[src/rtl/irq_controller.sv]
`default_nettype none
// ============================================================================
// Module      : irq_controller
// Description : Prioritised, memory-mapped interrupt controller. Latches
//               rising edges on IRQ lines, masks them, raises the CPU isr
//               request for the highest-priority eligible source, and holds
//               off further requests until an end-of-interrupt store.
// Revision    : 1.0 - initial release
// ============================================================================
module irq_controller #(
  parameter int          N_SRC     = 4,
  parameter logic [8:0]  MASK_ADDR = 9'h140,
  parameter logic [8:0]  STAT_ADDR = 9'h141,
  parameter logic [8:0]  EOI_ADDR  = 9'h142
) (
  input  logic              clk,
  input  logic              reset,
  input  logic [N_SRC-1:0]  irq_in,
  input  logic [1:0]        mem_cmd,
  input  logic [8:0]        mem_addr,
  input  logic [15:0]       write_data,
  output logic [15:0]       irq_rdata,
  output logic              rd_hit,
  output logic              isr,
  input  logic              isr_ack,
  output logic [2:0]        src_id,
  output logic              busy
);

  localparam logic [1:0] CMD_READ  = 2'b01;
  localparam logic [1:0] CMD_WRITE = 2'b10;

  typedef enum logic [1:0] {
    S_IDLE    = 2'd0,
    S_REQ     = 2'd1,
    S_SERVICE = 2'd2
  } state_t;

  state_t             state_q, state_d;
  logic [2:0]         src_id_q, src_id_d;
  logic [N_SRC-1:0]   pending_q, pending_d;
  logic [N_SRC-1:0]   mask_q, mask_d;
  logic [N_SRC-1:0]   irq_prev_q;

  logic [N_SRC-1:0]   w_edge;
  logic [N_SRC-1:0]   w_eligible;
  logic [N_SRC-1:0]   w_clr;
  logic [2:0]         w_sel_id;
  logic               w_any_eligible;
  logic               w_wr_mask;
  logic               w_wr_eoi;
  logic               w_rd_mask;
  logic               w_rd_stat;
  logic               w_ack_taken;
  logic [7:0]         w_pend_ext;
  logic [15:0]        w_mask_ext;

  // Only the low N_SRC bits of store data are meaningful.
  logic unused_wdata;
  assign unused_wdata = ^write_data;

  // Bus decode.
  assign w_wr_mask = (mem_cmd == CMD_WRITE) && (mem_addr == MASK_ADDR);
  assign w_wr_eoi  = (mem_cmd == CMD_WRITE) && (mem_addr == EOI_ADDR);
  assign w_rd_mask = (mem_cmd == CMD_READ)  && (mem_addr == MASK_ADDR);
  assign w_rd_stat = (mem_cmd == CMD_READ)  && (mem_addr == STAT_ADDR);

  assign w_edge         = irq_in & ~irq_prev_q;
  assign w_eligible     = pending_q & mask_q;
  assign w_any_eligible = |w_eligible;
  assign w_ack_taken    = (state_q == S_REQ) && isr_ack;

  // Fixed priority select: scan high to low so the lowest set index wins.
  always_comb begin
    w_sel_id = 3'd0;
    for (int i = N_SRC - 1; i >= 0; i--) begin
      if (w_eligible[i]) w_sel_id = i[2:0];
    end
  end

  // One-hot clear of the source being acknowledged into service.
  always_comb begin
    w_clr = '0;
    for (int i = 0; i < N_SRC; i++) begin
      w_clr[i] = w_ack_taken && (src_id_q == i[2:0]);
    end
  end

  // Pending and mask next-state; a same-cycle edge overrides the clear.
  always_comb begin
    pending_d = (pending_q & ~w_clr) | w_edge;
    mask_d    = mask_q;
    if (w_wr_mask) mask_d = write_data[N_SRC-1:0];
  end

  // Request sequencing FSM: next-state and selected source.
  always_comb begin
    state_d  = state_q;
    src_id_d = src_id_q;
    case (state_q)
      S_IDLE: begin
        if (w_any_eligible) begin
          state_d  = S_REQ;
          src_id_d = w_sel_id;
        end
      end
      S_REQ: begin
        // A mask change here does not withdraw the latched request.
        if (isr_ack) state_d = S_SERVICE;
      end
      S_SERVICE: begin
        if (w_wr_eoi) state_d = S_IDLE;
      end
      default: state_d = S_IDLE;
    endcase
  end

  // State, registers and edge history; a line high through reset gives no edge.
  always_ff @(posedge clk or posedge reset) begin
    if (reset) begin
      state_q    <= S_IDLE;
      src_id_q   <= 3'd0;
      pending_q  <= '0;
      mask_q     <= '0;
      irq_prev_q <= '1;
    end else begin
      state_q    <= state_d;
      src_id_q   <= src_id_d;
      pending_q  <= pending_d;
      mask_q     <= mask_d;
      irq_prev_q <= irq_in;
    end
  end

  // Outputs decoded from state so reset drops them immediately.
  assign isr    = (state_q == S_REQ);
  assign busy   = (state_q == S_REQ) || (state_q == S_SERVICE);
  assign src_id = src_id_q;

  // Zero-extend the per-source vectors to their register field widths.
  always_comb begin
    w_pend_ext                = '0;
    w_pend_ext[N_SRC-1:0]     = pending_q;
    w_mask_ext                = '0;
    w_mask_ext[N_SRC-1:0]     = mask_q;
  end

  // Combinational register read mux.
  always_comb begin
    irq_rdata = 16'h0000;
    if (w_rd_mask) irq_rdata = w_mask_ext;
    else if (w_rd_stat) irq_rdata = {3'b000, src_id_q, busy, isr, w_pend_ext};
  end

  assign rd_hit = w_rd_mask || w_rd_stat;

endmodule
`default_nettype wire

[config.mk]
export PLATFORM = sky130hd
export DESIGN_NAME = irq_controller
export DESIGN_NICKNAME = d
export VERILOG_FILES = /design/src/rtl/irq_controller.sv
export SDC_FILE = /design/constraint.sdc
export NUM_CORES = 1
export LEC_CHECK = 0
export CORE_UTILIZATION = 38
export CTS_CLUSTER_SIZE = 14
export DETAILED_ROUTE_END_ITERATION = 6
export PLACE_DENSITY = 0.89
export SLEW_MARGIN = 20
export SYNTH_ARGS = -nofsm -noshare
export SYNTH_HDL_FRONTEND = slang
export SYNTH_SLANG_ARGS = --single-unit
[constraint.sdc]
create_clock -name clk -period 1.9 [get_ports clk]
set_clock_uncertainty 0.1 [all_clocks]
set_input_delay 0.38 -clock clk [delete_from_list [all_inputs] [get_ports clk]]
set_output_delay 0.38 -clock clk [all_outputs]
set_load 0.01 [all_outputs]
Word level (Yosys, flattened, before mapping)
Index checks and enable logic that the tools add are counted.

storage, ports and cells
  input bits = 34
  output and inout port bits = 22
  register bits = 17

cells by class
  bitwise gates (word level) = 6
  equal/unequal tests = 13
  reduce and logical (&&, ||, !) cells = 16
  mux-type cells = 10

operator list
  cell                  number
  $eq A9 B9 Y1 const B  3
  $mux W13              2
  $and A4 B4 Y4         3
  $logic_and A1 B1 Y1   9
  $mux W3               3
  $mux W2               4
  $not A4 Y4            2
  $eq A3 B2 Y1 const B  2
  $pmux W2 S3           1
  $eq A2 B1 Y1 const B  2
  $eq A2 B2 Y1 const B  2
  $ne A2 B2 Y1 const B  2
  $or A4 B4 Y4          1
  $reduce_or A4 Y1      1
  $eq A3 B1 Y1 const B  1
  $logic_not A3 Y1      1
  $reduce_and A3 Y1     1
  $logic_not A2 Y1      1
  $logic_or A1 B1 Y1    2
  $ne A2 B1 Y1 const B  1
  $reduce_and A2 Y1     1

Longest topological paths before layout
  depth in word-level cells = 6
  mapped depth = 6

Least setup slack after synthesis
OpenSTA, ideal clock, no wires.

  kind = reg2reg
  from = register state_q[1]
  to = register state_q[1]
  path buffers = 0
  arrival time = 1.513 ns
  cell stages (with the launch flop) = 7
  path slack = 0.160 ns
  path through = dfrtp_1 -> inv_1 -> ha_1 -> nand2b_1 -> and3_1 -> a21o_2 -> a311o_1

between the ends
  cells in the longest elaborated chain, start to end = 3

RTL lines
  what                         RTL line  RTL
  start, declared              39        state_t state_q, state_d;
  start signal, assigned       127       state_q <= state_d;
  $eq A2 B1 Y1 *               n/a
  via isr                      24        output logic isr,
  $ne A2 B1 Y1 (no line)       n/a
  $reduce_and A3 Y1 (no line)  n/a

Mark *: on every way through the listed nets, which the timed path passes. The rest lies on a longest branch.
A chain may end at the register's enable or synchronous reset.

Worst setup path in the final report
  from = input port mem_addr[5]
  to = output port irq_rdata[8]

between the ends
  cells in the longest elaborated chain, start to end = 4

RTL lines
  what                 RTL line  RTL
  start, declared      20        input logic [8:0] mem_addr,
  $eq A9 B9 Y1         66        assign w_rd_stat = (mem_cmd == CMD_READ) && (mem_addr == STAT_ADDR);
  $logic_and A1 B1 Y1  66
  $mux W13             152       else if (w_rd_stat) irq_rdata = {3'b000, src_id_q, busy, isr, w_pend_ext};
  $mux W13 *           151       if (w_rd_mask) irq_rdata = w_mask_ext;
  end, declared        22        output logic [15:0] irq_rdata,

Mark *: on every way between the ends. The rest lies on a longest branch, timed or not.

==> flow_summary.toml <==
[timing]
setup_slack_ps = -14.0
fin_crit_sh_pct = 101
hold_viol = 0
rsz0062_at_grt = "true"
tns_ps = -33.5
period_needed_ps = 1910
max_slew_margin_pct = 61.6
fmax_ghz = 0.522
worstMarginPinSlew_ps = 576
setup_viol = 3
slew_viol_final = 0

[setup_path]
reg2reg_from = "state_q[1]$_DFFE_PP0P_"
critPathMaxFanout = 7
crit_family = "simple AND/OR/NAND/NOR gates"
path_class = "primary input to output port"
path_cells = "buf_6 > nor4b_4 > nand4b_1 > buf_6 > nor2_4 > and2_4 > buf_6"
max_stage_delay_ps = 280
cp.arrival_ps = 1430
critical_path.slowest_cell = "nor4b_4"
endpoint_kind = "output port"
reg2reg_depth = 6
cp_common_cell = "buf_6"
start_kind = "primary input"
cp.depth = 7
cp.required_ps = 1420
path_buf_inv = 3
crit_start = "mem_addr[5]"

[yosys]
ys_seq_area_share_pct = 41.1
synth_top_cell_area_share_pct = 30.4
synth_xor_area_share_pct = 0
synth_mux_area_share_pct = 11.3
async_flop_share_pct = 100
synth_top_family_by_area = "simple AND/OR/NAND/NOR gates"
yosys.area_share.simple_pct = 18.0
synth_seq_cells = 16
synth_fa_ha_area_share_pct = 5.07
netlist_top_cells_area = "dfrtp_1 30%, dfstp_2 11%, buf_4 7.6%"
ys.flop_type = "dfrtp_1"
synth_compound_area_share_pct = 12.4
synth_cells = 97
avgSynthCellArea_sq_um = 10.2
syn-cell-area_sq_um = 987
synth.largest_area_cell = "dfrtp_1"
ys_types = 32
yosys_warnings = 0
synth_edf_count = 0

[layout]
diodes = 0
syn2layout_area_growth_pct = 47.7
fin_area_sq_um = 1460
drive_above_1_share_pct = 37.4
fin_util_pct = 59.4
final_nets = 186
final_cells = 177
fillers = 219

[power_and_ir_drop]
total_power_uw = 1080
ir_worst_vdd_v = 0.000491
p_leak_uw = 0.000714
pwr_density_cell_nw_per_um2 = 742

[grt]
grt_max_degree = 17
antenna_found_initial = 0
first_global_vias = 888
gr-total-overflow = 0
track_usage_pct = 20.1
grt_pass1_wl_mm = 3.88

[clock_tree]
clk_latency_ps = 290
ctsHoldBuffers = 0
cts_buffers = 3
cts.reportedPaths.clkPinSlew_ps = 100
cts_tree = "yes"
cts-htree-levels = 1
cts_num_sinks = 16
cts-root-buf = "clkbuf_4"
clock_path_buffers = 2

[drt]
wl_mm = 2.55
routedWlPerCell_microns = 14.4
drc = 0
first_iter_violations = 14
via_per_inst = 4.90
vias = 867
ant_nets = 0
dr.pass1.iters = 4

[die]
rows = 18
dieArea_sq_um = 2810
io_pins = 56
initial_core_util_pct = 40.2
die_h_microns = 53.0
core_area_sq_um = 2450
die_x_microns = 53.0

[placed_design]
hpwlAfterDp_mm = 1.81
gp_congestion = 0.851
io_buffers = 34
placed_cells = 167
place_area_sq_um = 1380

[flow_run]
cap_violations = 0

[worst_hold_path]
hp-class = "primary input to async pin"

[status]
status = "finished, violations left"
violations = "setup timing"
-- metrics by stage --
step / hold WS (ps) / setup slack, ps
final: 332 / -14.0
after global routing: 370 / -55.9
after CTS: 357 / -21.8
after detailed placement: 402 / -873
after global placement: 391 / -808
after floorplan: 191 / 160
-- Yosys cell counts (2+ instances only) --
master,number
a211oi_1,3
buf_4,10
nand2_1,3
dfrtp_1,12
o21ai_0,9
ha_1,4
nor2_1,7
mux2i_1,4
inv_1,11
and2_1,3
dfstp_2,4
nand3_1,2
a22oi_1,2
mux2_4,4
nor2b_1,2
-- cell families (layout without fill, tap and decap cells) --
family,count (synthesis),count (layout)
buffers and inverters,21,63
other,1,9
muxes,9,9
AOI/OAI and AO/OA,19,19
adders and majority gates,4,4
and+or+nand+nor,27,27
DFF,16,16
-- final timing paths --
path | slack, ps | endpoint
setup / recovery | -10 | irq_rdata[8]
hold / removal | 330 | pending_q[1]$_DFF_PP0_
setup reg to reg | 130 | state_q[1]$_DFFE_PP0P_
hold reg to reg | 420 | pending_q[3]$_DFF_PP0_
max in group asynchronous | 990 | irq_prev_q[3]$_DFF_PP1_
min in group clk | 410 | irq_prev_q[2]$_DFF_PP1_
-- repair_timing --
| action | CTS | global route |
|---|---|---|
| setup endpoints to repair | 11 | 10 |
| resized for setup | 71 | 11 |
| setup buffers | 4 | 2 |
| pin swaps | 8 | 4 |
-- power breakdown --
| group | total (uW) | leakage, uW | switching, uW | internal, uW |
|---|---|---|---|---|
| Combinational | 425 | 0.000506 | 216 | 209 |
| Sequential | 427 | 0.000187 | 40.3 | 387 |
| Clock | 228 | 0.0000210 | 111 | 117 |
-- worst reg2reg max path, stage by stage, from the launching register on --
cell      delay [ps]
dfrtp_1          390
inv_1            100
ha_2             230
nand2b_1          90
and3_1           220
a21o_2           220
a311o_1          310
-- sequential cells by signal (all words and copies together) (netlist names) --
name	flops
mask_q	4
irq_prev_q	4
state_q	2
pending_q	4
src_id	2
-- cells in the final DEF, fill, tap and decap left out, types with 5 or more instances in the layout --
cell / n
dfrtp_1: 12
buf_4: 12
dlygate4sd2_1: 5
buf_6: 6
clkdlybuf4s50_1: 12
conb_1: 9
inv_1: 11
o21ai_0: 9
buf_2: 8
-- metal layers --
metal	GRT usage, %	up-vias	share of wire, %
li1	-	411	-
met1	20.7	414	38
met2	40.3	39	56
met3	2.87	3	5.6
met4	6.58	0	1.1
met5	0	-	0
-- area by class of cell --
| class | instances | area [sq um] | area share, % |
|---|---|---|---|
| tap | 30 | 37.5 | 2.58 |
| timing repair buffer | 48 | 402 | 27.6 |
| sequential | 16 | 405 | 27.8 |
| inverter | 11 | 41.3 | 2.83 |
| multi-input combinational | 68 | 536 | 36.7 |
| clock buffer | 4 | 36.3 | 2.49 |
Power figures use the tool's default switching activity.
